===== src/rtl/axi4lite_bridge_pkg.sv =====
// Shared types and helpers for the AXI4-Lite to Bus2Reg bridge.
package axi4lite_bridge_pkg;

  localparam int MAX_DATA_WIDTH = 64;
  localparam int MAX_STRB_WIDTH = MAX_DATA_WIDTH / 8;

  typedef enum logic [1:0] {
    OKAY   = 2'b00,
    EXOKAY = 2'b01,
    SLVERR = 2'b10,
    DECERR = 2'b11
  } resp_t;

  typedef enum logic [2:0] {
    ST_IDLE,
    ST_RD_ACC,
    ST_WR_ACC,
    ST_RD_RESP,
    ST_WR_RESP
  } bridge_state_t;

  // Each strobe bit becomes eight consecutive bit enables; callers truncate
  // the result to their own data width.
  function automatic logic [MAX_DATA_WIDTH-1:0] strb_to_biten(
    input logic [MAX_STRB_WIDTH-1:0] strb
  );
    logic [MAX_DATA_WIDTH-1:0] biten;
    biten = '0;
    for (int i = 0; i < MAX_STRB_WIDTH; i++) begin
      biten[i*8 +: 8] = {8{strb[i]}};
    end
    return biten;
  endfunction

endpackage


===== src/rtl/axi4lite_ack_timeout.sv =====
// Regmap acknowledge watchdog: a down-counter loaded on start, expire at
// terminal count. Only instantiated when AXI_BRIDGE_TIMEOUT_EN is defined.
module axi4lite_ack_timeout #(
  parameter int TIMEOUT_CYC = 256
) (
  input  logic clk,
  input  logic rst,
  input  logic start,
  input  logic clear,
  output logic expire
);

  localparam int CW = (TIMEOUT_CYC > 1) ? $clog2(TIMEOUT_CYC) : 1;
  localparam logic [CW-1:0] LOAD_VAL = CW'(TIMEOUT_CYC - 1);

  logic [CW-1:0] cnt_q;
  logic          armed_q;

  // Load on start so the first access cycle counts as cycle one; expire
  // therefore fires in the TIMEOUT_CYC-th cycle of the access.
  always_ff @(posedge clk) begin
    if (rst) begin
      cnt_q   <= '0;
      armed_q <= 1'b0;
    end else if (start) begin
      cnt_q   <= LOAD_VAL;
      armed_q <= 1'b1;
    end else if (clear) begin
      armed_q <= 1'b0;
    end else if (armed_q && (cnt_q != '0)) begin
      cnt_q <= cnt_q - 1'b1;
    end
  end

  assign expire = armed_q && (cnt_q == '0);

endmodule


===== src/rtl/axi4lite_reg_bridge.sv =====
// AXI4-Lite slave to Bus2Reg master bridge with address window decode and
// round-robin read/write arbitration. Optional regmap ack timeout enabled by
// defining AXI_BRIDGE_TIMEOUT_EN.
//
// state      | meaning
// -----------+----------------------------------------------------------
// ST_IDLE    | nothing in flight; arbitrate pending read vs write
// ST_RD_ACC  | bus_req high for a read, waiting for bus_ready
// ST_WR_ACC  | bus_req high for a write, waiting for bus_ready
// ST_RD_RESP | RVALID high, waiting for RREADY
// ST_WR_RESP | BVALID high, waiting for BREADY
module axi4lite_reg_bridge
  import axi4lite_bridge_pkg::*;
#(
  parameter int                    DATA_WIDTH  = 32,
  parameter int                    ADDR_WIDTH  = 32,
  parameter logic [ADDR_WIDTH-1:0] BASE_ADDR   = '0,
  parameter logic [ADDR_WIDTH-1:0] ADDR_SPAN   = 'h1000,
  parameter int                    TIMEOUT_CYC = 256,
  localparam int                   STRB_WIDTH  = DATA_WIDTH / 8
) (
  input  logic                  ACLK,
  input  logic                  ARESET,
  input  logic                  s_axi_awvalid,
  output logic                  s_axi_awready,
  input  logic [ADDR_WIDTH-1:0] s_axi_awaddr,
  input  logic                  s_axi_wvalid,
  output logic                  s_axi_wready,
  input  logic [DATA_WIDTH-1:0] s_axi_wdata,
  input  logic [STRB_WIDTH-1:0] s_axi_wstrb,
  output logic                  s_axi_bvalid,
  input  logic                  s_axi_bready,
  output logic [1:0]            s_axi_bresp,
  input  logic                  s_axi_arvalid,
  output logic                  s_axi_arready,
  input  logic [ADDR_WIDTH-1:0] s_axi_araddr,
  output logic                  s_axi_rvalid,
  input  logic                  s_axi_rready,
  output logic [DATA_WIDTH-1:0] s_axi_rdata,
  output logic [1:0]            s_axi_rresp,
  output logic                  bus_req,
  output logic                  bus_req_is_wr,
  output logic [ADDR_WIDTH-1:0] bus_addr,
  output logic [DATA_WIDTH-1:0] bus_wr_data,
  output logic [DATA_WIDTH-1:0] bus_wr_biten,
  input  logic                  bus_ready,
  input  logic [DATA_WIDTH-1:0] bus_rd_data,
  input  logic                  bus_err
);

  localparam logic [ADDR_WIDTH-1:0] SPAN_MASK = ADDR_SPAN - 1'b1;

  bridge_state_t state_q, state_d;

  logic                  ready_en_q;
  logic                  last_wr_q;
  logic                  ar_full_q, aw_full_q, w_full_q;
  logic [ADDR_WIDTH-1:0] ar_addr_q, aw_addr_q;
  logic [DATA_WIDTH-1:0] w_data_q;
  logic [STRB_WIDTH-1:0] w_strb_q;
  logic [ADDR_WIDTH-1:0] cur_addr_q;
  logic [DATA_WIDTH-1:0] cur_wdata_q, cur_biten_q, rdata_q;
  resp_t                 rresp_q, bresp_q;

  logic                  ar_hs, aw_hs, w_hs;
  logic                  rd_pend, wr_pend;
  logic                  grant_rd, grant_wr;
  logic                  rd_take, wr_take;
  logic                  sel_in_win;
  logic [ADDR_WIDTH-1:0] ar_addr_eff, aw_addr_eff, sel_addr;
  logic [DATA_WIDTH-1:0] w_data_eff;
  logic [STRB_WIDTH-1:0] w_strb_eff;
  logic                  in_acc;
  logic                  timed_out;

  assign s_axi_arready = ready_en_q && !ar_full_q;
  assign s_axi_awready = ready_en_q && !aw_full_q;
  assign s_axi_wready  = ready_en_q && !w_full_q;

  assign ar_hs = s_axi_arvalid && s_axi_arready;
  assign aw_hs = s_axi_awvalid && s_axi_awready;
  assign w_hs  = s_axi_wvalid  && s_axi_wready;

  // A handshake in the current cycle counts as pending so an idle bridge
  // starts the access on the very next cycle.
  assign ar_addr_eff = ar_full_q ? ar_addr_q : s_axi_araddr;
  assign aw_addr_eff = aw_full_q ? aw_addr_q : s_axi_awaddr;
  assign w_data_eff  = w_full_q  ? w_data_q  : s_axi_wdata;
  assign w_strb_eff  = w_full_q  ? w_strb_q  : s_axi_wstrb;

  assign rd_pend  = ar_full_q || ar_hs;
  assign wr_pend  = (aw_full_q || aw_hs) && (w_full_q || w_hs);
  assign grant_rd = rd_pend && (!wr_pend || last_wr_q);
  assign grant_wr = wr_pend && (!rd_pend || !last_wr_q);

  // BASE_ADDR is span-aligned, so the window is a match on the upper bits.
  assign sel_addr   = grant_rd ? ar_addr_eff : aw_addr_eff;
  assign sel_in_win = ((sel_addr ^ BASE_ADDR) & ~SPAN_MASK) == '0;

  assign in_acc        = (state_q == ST_RD_ACC) || (state_q == ST_WR_ACC);
  assign bus_req       = in_acc;
  assign bus_req_is_wr = (state_q == ST_WR_ACC);
  assign bus_addr      = cur_addr_q;
  assign bus_wr_data   = cur_wdata_q;
  assign bus_wr_biten  = cur_biten_q;

  assign s_axi_rvalid = (state_q == ST_RD_RESP);
  assign s_axi_bvalid = (state_q == ST_WR_RESP);
  assign s_axi_rdata  = rdata_q;
  assign s_axi_rresp  = rresp_q;
  assign s_axi_bresp  = bresp_q;

`ifdef AXI_BRIDGE_TIMEOUT_EN
  logic tmo_expire;

  axi4lite_ack_timeout #(
    .TIMEOUT_CYC (TIMEOUT_CYC)
  ) u_ack_timeout (
    .clk    (ACLK),
    .rst    (ARESET),
    .start  ((rd_take || wr_take) && sel_in_win),
    .clear  (!in_acc),
    .expire (tmo_expire)
  );

  assign timed_out = in_acc && tmo_expire;
`else
  assign timed_out = 1'b0;
`endif

  // State register.
  always_ff @(posedge ACLK) begin
    if (ARESET) state_q <= ST_IDLE;
    else        state_q <= state_d;
  end

  // Next-state decode, including which holding slot is consumed in IDLE.
  always_comb begin
    state_d = state_q;
    rd_take = 1'b0;
    wr_take = 1'b0;
    case (state_q)
      ST_IDLE: begin
        if (grant_rd) begin
          rd_take = 1'b1;
          state_d = sel_in_win ? ST_RD_ACC : ST_RD_RESP;
        end else if (grant_wr) begin
          wr_take = 1'b1;
          state_d = sel_in_win ? ST_WR_ACC : ST_WR_RESP;
        end
      end
      ST_RD_ACC:  if (bus_ready || timed_out) state_d = ST_RD_RESP;
      ST_WR_ACC:  if (bus_ready || timed_out) state_d = ST_WR_RESP;
      ST_RD_RESP: if (s_axi_rready) state_d = ST_IDLE;
      ST_WR_RESP: if (s_axi_bready) state_d = ST_IDLE;
      default:    state_d = ST_IDLE;
    endcase
  end

  // Per-channel one-deep holding registers; a take in IDLE beats a new
  // handshake on the same channel.
  always_ff @(posedge ACLK) begin
    if (ARESET) begin
      ready_en_q <= 1'b0;
      ar_full_q  <= 1'b0;
      aw_full_q  <= 1'b0;
      w_full_q   <= 1'b0;
      ar_addr_q  <= '0;
      aw_addr_q  <= '0;
      w_data_q   <= '0;
      w_strb_q   <= '0;
    end else begin
      ready_en_q <= 1'b1;
      if (rd_take)    ar_full_q <= 1'b0;
      else if (ar_hs) ar_full_q <= 1'b1;
      if (wr_take) begin
        aw_full_q <= 1'b0;
        w_full_q  <= 1'b0;
      end else begin
        if (aw_hs) aw_full_q <= 1'b1;
        if (w_hs)  w_full_q  <= 1'b1;
      end
      if (ar_hs) ar_addr_q <= s_axi_araddr;
      if (aw_hs) aw_addr_q <= s_axi_awaddr;
      if (w_hs) begin
        w_data_q <= s_axi_wdata;
        w_strb_q <= s_axi_wstrb;
      end
    end
  end

  // Latch the granted access so the bus side stays stable during x_ACC.
  always_ff @(posedge ACLK) begin
    if (ARESET) begin
      cur_addr_q  <= '0;
      cur_wdata_q <= '0;
      cur_biten_q <= '0;
    end else if (rd_take) begin
      cur_addr_q <= ar_addr_eff - BASE_ADDR;
    end else if (wr_take) begin
      cur_addr_q  <= aw_addr_eff - BASE_ADDR;
      cur_wdata_q <= w_data_eff;
      cur_biten_q <= DATA_WIDTH'(strb_to_biten(MAX_STRB_WIDTH'(w_strb_eff)));
    end
  end

  // Response capture and round-robin history.
  always_ff @(posedge ACLK) begin
    if (ARESET) begin
      rdata_q   <= '0;
      rresp_q   <= OKAY;
      bresp_q   <= OKAY;
      last_wr_q <= 1'b1;
    end else begin
      case (state_q)
        ST_IDLE: begin
          if (rd_take && !sel_in_win) begin
            rdata_q <= '0;
            rresp_q <= DECERR;
          end else if (wr_take && !sel_in_win) begin
            bresp_q <= DECERR;
          end
        end
        ST_RD_ACC: begin
          if (bus_ready) begin
            rdata_q <= bus_rd_data;
            rresp_q <= bus_err ? SLVERR : OKAY;
          end else if (timed_out) begin
            rdata_q <= '0;
            rresp_q <= SLVERR;
          end
        end
        ST_WR_ACC: begin
          if (bus_ready)      bresp_q <= bus_err ? SLVERR : OKAY;
          else if (timed_out) bresp_q <= SLVERR;
        end
        ST_RD_RESP: if (s_axi_rready) last_wr_q <= 1'b0;
        ST_WR_RESP: if (s_axi_bready) last_wr_q <= 1'b1;
        default: ;
      endcase
    end
  end

endmodule


===== config.mk =====
export PLATFORM = sky130hd
export DESIGN_NAME = axi4lite_reg_bridge
export DESIGN_NICKNAME = d
export VERILOG_FILES = /design/src/rtl/axi4lite_bridge_pkg.sv /design/src/rtl/axi4lite_ack_timeout.sv /design/src/rtl/axi4lite_reg_bridge.sv
export SDC_FILE = /design/constraint.sdc
export NUM_CORES = 1
export LEC_CHECK = 0
export ABC_AREA = 0
export CORE_UTILIZATION = 40
export DETAILED_ROUTE_END_ITERATION = 8
export DONT_BUFFER_PORTS = 1
export MAX_ROUTING_LAYER = met4
export SLEW_MARGIN = 25
export SYNTH_ARGS = -nofsm -noshare
export SYNTH_HDL_FRONTEND = slang
export SYNTH_SLANG_ARGS = --single-unit

===== constraint.sdc =====
create_clock -name ACLK -period 4.8 [get_ports ACLK]
set_clock_uncertainty 0.15 [all_clocks]
set_input_delay 0.96 -clock ACLK [delete_from_list [all_inputs] [get_ports ACLK]]
set_output_delay 0.96 -clock ACLK [all_outputs]
set_load 0.01 [all_outputs]

==> results.ini <==
[pwr]
swShare_pct=28.1
p_per_area_nw_per_um2=455
p_switching_uw=1290
comb_power_share_pct=13.6
intPower_uw=3320
totalPowerFinal_uw=4610
p_leak_uw=0.00336
pwr-share-seq_pct=45.3
clkPwrFrac_pct=41.1
ir_drop_mv=0.258

[synthesis]
ys.flop_type=dfxtp_1
synth.avg_cell_area_sq_um=8.63
synth-seq-area-share_pct=45.0
yosysTopAreaCellShare_pct=45.0
async_flop_share_pct=0
syn_inst=1094
synth_cell_types=44
synth_nets=1236
yosys.area.top_type=dfxtp_1
synthTopCellsByCount=237 x nand2_1, 212 x dfxtp_1, 137 x a21oi_1
synth_area_leaders=dfxtp_1 45%, mux2i_1 11%, nand2_1 9.4%
synth_area_sq_um=9440
synth-seq-cells=212
synth_edf_count=0
synthesis.yosys.warnings=0
yosysMostFrequentCell=nand2_1

[setup_path]
startpoint=aw_full_q
critPathLaunchType=flip-flop
cp_common_cell=nor2_1
critPathMaxFanout=28
cpPeakStageDelay_ns=0.77
rr_startpoint=aw_full_q
critPathArrivalTime_ns=3.44
cp_top_family=simple AND/OR/NAND/NOR gates
endpoint_kind=flip-flop
cp_cell_sequence=or4b_2 -> o22ai_1 -> o2111ai_1 -> nor2_1 -> a41oi_1 -> ha_1 -> nor2_1 -> nor2_1 -> a22oi_1 -> nor3_1
crit_required_ns=5.03
worst_path_max_delay_cell=dfxtp_2
critPathBufInv=0
crit_type=flip-flop to flip-flop

[job]
drv_cap=0

[sta]
relSlewSlack_pct=36.0
worst_pin_slew_ns=0.961
setup_tns_ns=0
period_share_pct=66.8
slew_violations=0
rsz0062_at_grt=false
hold_violations=0
clock.fmax_mhz=312
setup_viol=0
min_period_ns=3.21

[clock_tree]
cts_resized=0
clk_latency_ns=0.51
clk_pin_slew_worst_paths_ns=0.06
cts_buffers=24
htreeDepth=1
clkSinkCount=212
cts_hold_buf=0
root_buffer=clkbuf_16
postCtsSetupBuffers=0
cts_tree=done
clock_path_buffers=3

[worst_hold_path]
worst_hold_path_type=flip-flop to flip-flop
hold_path.startpoint=ar_addr_q[9]

[cells_and_area]
regArea_sq_um=4250
layout-drive-gt1-share_pct=12.5
finalNetCount=1160
fin_area_sq_um=10200
n_fill_cell=2283
syn_to_final_growth_pct=7.57
n_antenna_cell=0
multi_input_area_sq_um=4580

[placed_design]
io_buffers=0
hpwl_um=16700
gp_congestion=0.832
placed_area_sq_um=9330

[global_route]
first_global_vias=6890
top_usage_layer=met2
gr-total-overflow=0
grtUsageMet3_pct=7.19
track_usage_pct=20.5
antenna_found_initial=0
gr-usage-met2_pct=32.2
grt_util_met1_pct=25.2
grt_pass1_wl_um=38400
grt_start_max_net_pins=211

[die]
die_area_sq_um=24200
coreArea_sq_um=22900
rows=55
die_y_um=156
io_pins=280
start_util_pct=41.2
die_w_um=156

[detailed_routing]
drt_wl_total_um=24800
num_vias=7293
drtIter0Drc=527
avgViaCountPerCell=5.41
ant_nets=0
drt_pass1_iterations=5
wire_per_inst_um=18.4
post-route-drc-count=0

[outcome]
outcome=finished, final reports clean

-- worst register-to-register path, cell delays in order (launching register included) --
cell	delay, ns
dfxtp_2	0.77
or4b_2	0.65
o22ai_1	0.20
o2111ai_1	0.38
nor2_1	0.20
a41oi_1	0.06
ha_1	0.32
nor2_1	0.09
nor2_1	0.05
a22oi_1	0.17
nor3_1	0.06
-- state kept, by name, indices dropped and copies added, names as in the netlist --
name	cells
aw_addr_q	32
bus_addr	32
aw_full_q	1
last_wr_q	1
s_axi_rdata	32
w_strb_q	4
bus_wr_data	32
s_axi_rresp	2
bus_wr_biten	4
w_data_q	32
state_q	3
ar_addr_q	32
w_full_q	1
ready_en_q	1
s_axi_bresp	2
ar_full_q	1
-- routing by layer --
layer,vias to the layer above,share of wire [%]
li1,3645,-
met1,3363,43
met2,245,46
met3,40,9.9
met4,0,1.7
met5,-,0
-- cell families after synthesis --
family / synth area share (%)
xor+xnor: 0.0928
simple gates: 19.0
flops: 45.0
compound gates: 18.2
buf+inv: 6.84
mux: 10.7
fa+ha+maj: 0.133
-- final cells by class --
cell class	instances	share of cell area [%]
repair buffers	12	0.887
flip-flops and latches	212	41.8
inverters	6	0.222
clock buffers	37	7.00
multi-input cells	762	45.1
well taps	313	3.86
clock inverters	7	1.08
-- power groups by stage --
stage	registers, uW	clock network (uW)	logic [uW]
2_1_floorplan	2050	0	626
3_3_place_gp	2130	0	626
3_5_place_dp	2130	0	633
4_1_cts	2090	1940	636
5_1_grt	2110	2020	704
6_report	2090	1900	628
-- placed cells by master, fill, tap and decap left out, types with 8 or more instances in the layout --
cell / Yosys / routed
nor3_1: 10 / 9
clkbuf_16: 0 / 25
or4_1: 8 / 8
nand2_1: 237 / 235
a21oi_1: 137 / 137
nor2_1: 81 / 80
a21oi_2: 29 / 29
clkbuf_1: 62 / 8
buf_4: 29 / 12
mux2i_1: 101 / 101
o22ai_1: 32 / 32
nand3_2: 29 / 29
dfxtp_1: 212 / 209
a211oi_1: 49 / 49
-- stage by stage --
stage / std cells / hold slack, ns / worst slack (ns) / util (%)
3_3_place_gp: 1305 / 0.288 / 1.59 / 40.7
5_1_grt: 1349 / 0.312 / 1.38 / 44.3
2_1_floorplan: 1094 / 0.286 / 1.96 / -
3_5_place_dp: 1305 / 0.292 / 1.53 / 40.7
4_1_cts: 1349 / 0.300 / 1.62 / 44.3
6_report: 1349 / 0.302 / 1.59 / 44.3
-- path summary, 6_finish.rpt --
path | cells past startpoint | endpoint | slack, ns
hold reg to reg | 2 | ar_addr_q[9] | 0.30
setup reg to reg | 10 | state_q[1] | 1.59
hold / removal | 2 | ar_addr_q[9] | 0.30
setup / recovery | 10 | state_q[1] | 1.59
(Power assumes the default switching activity.)
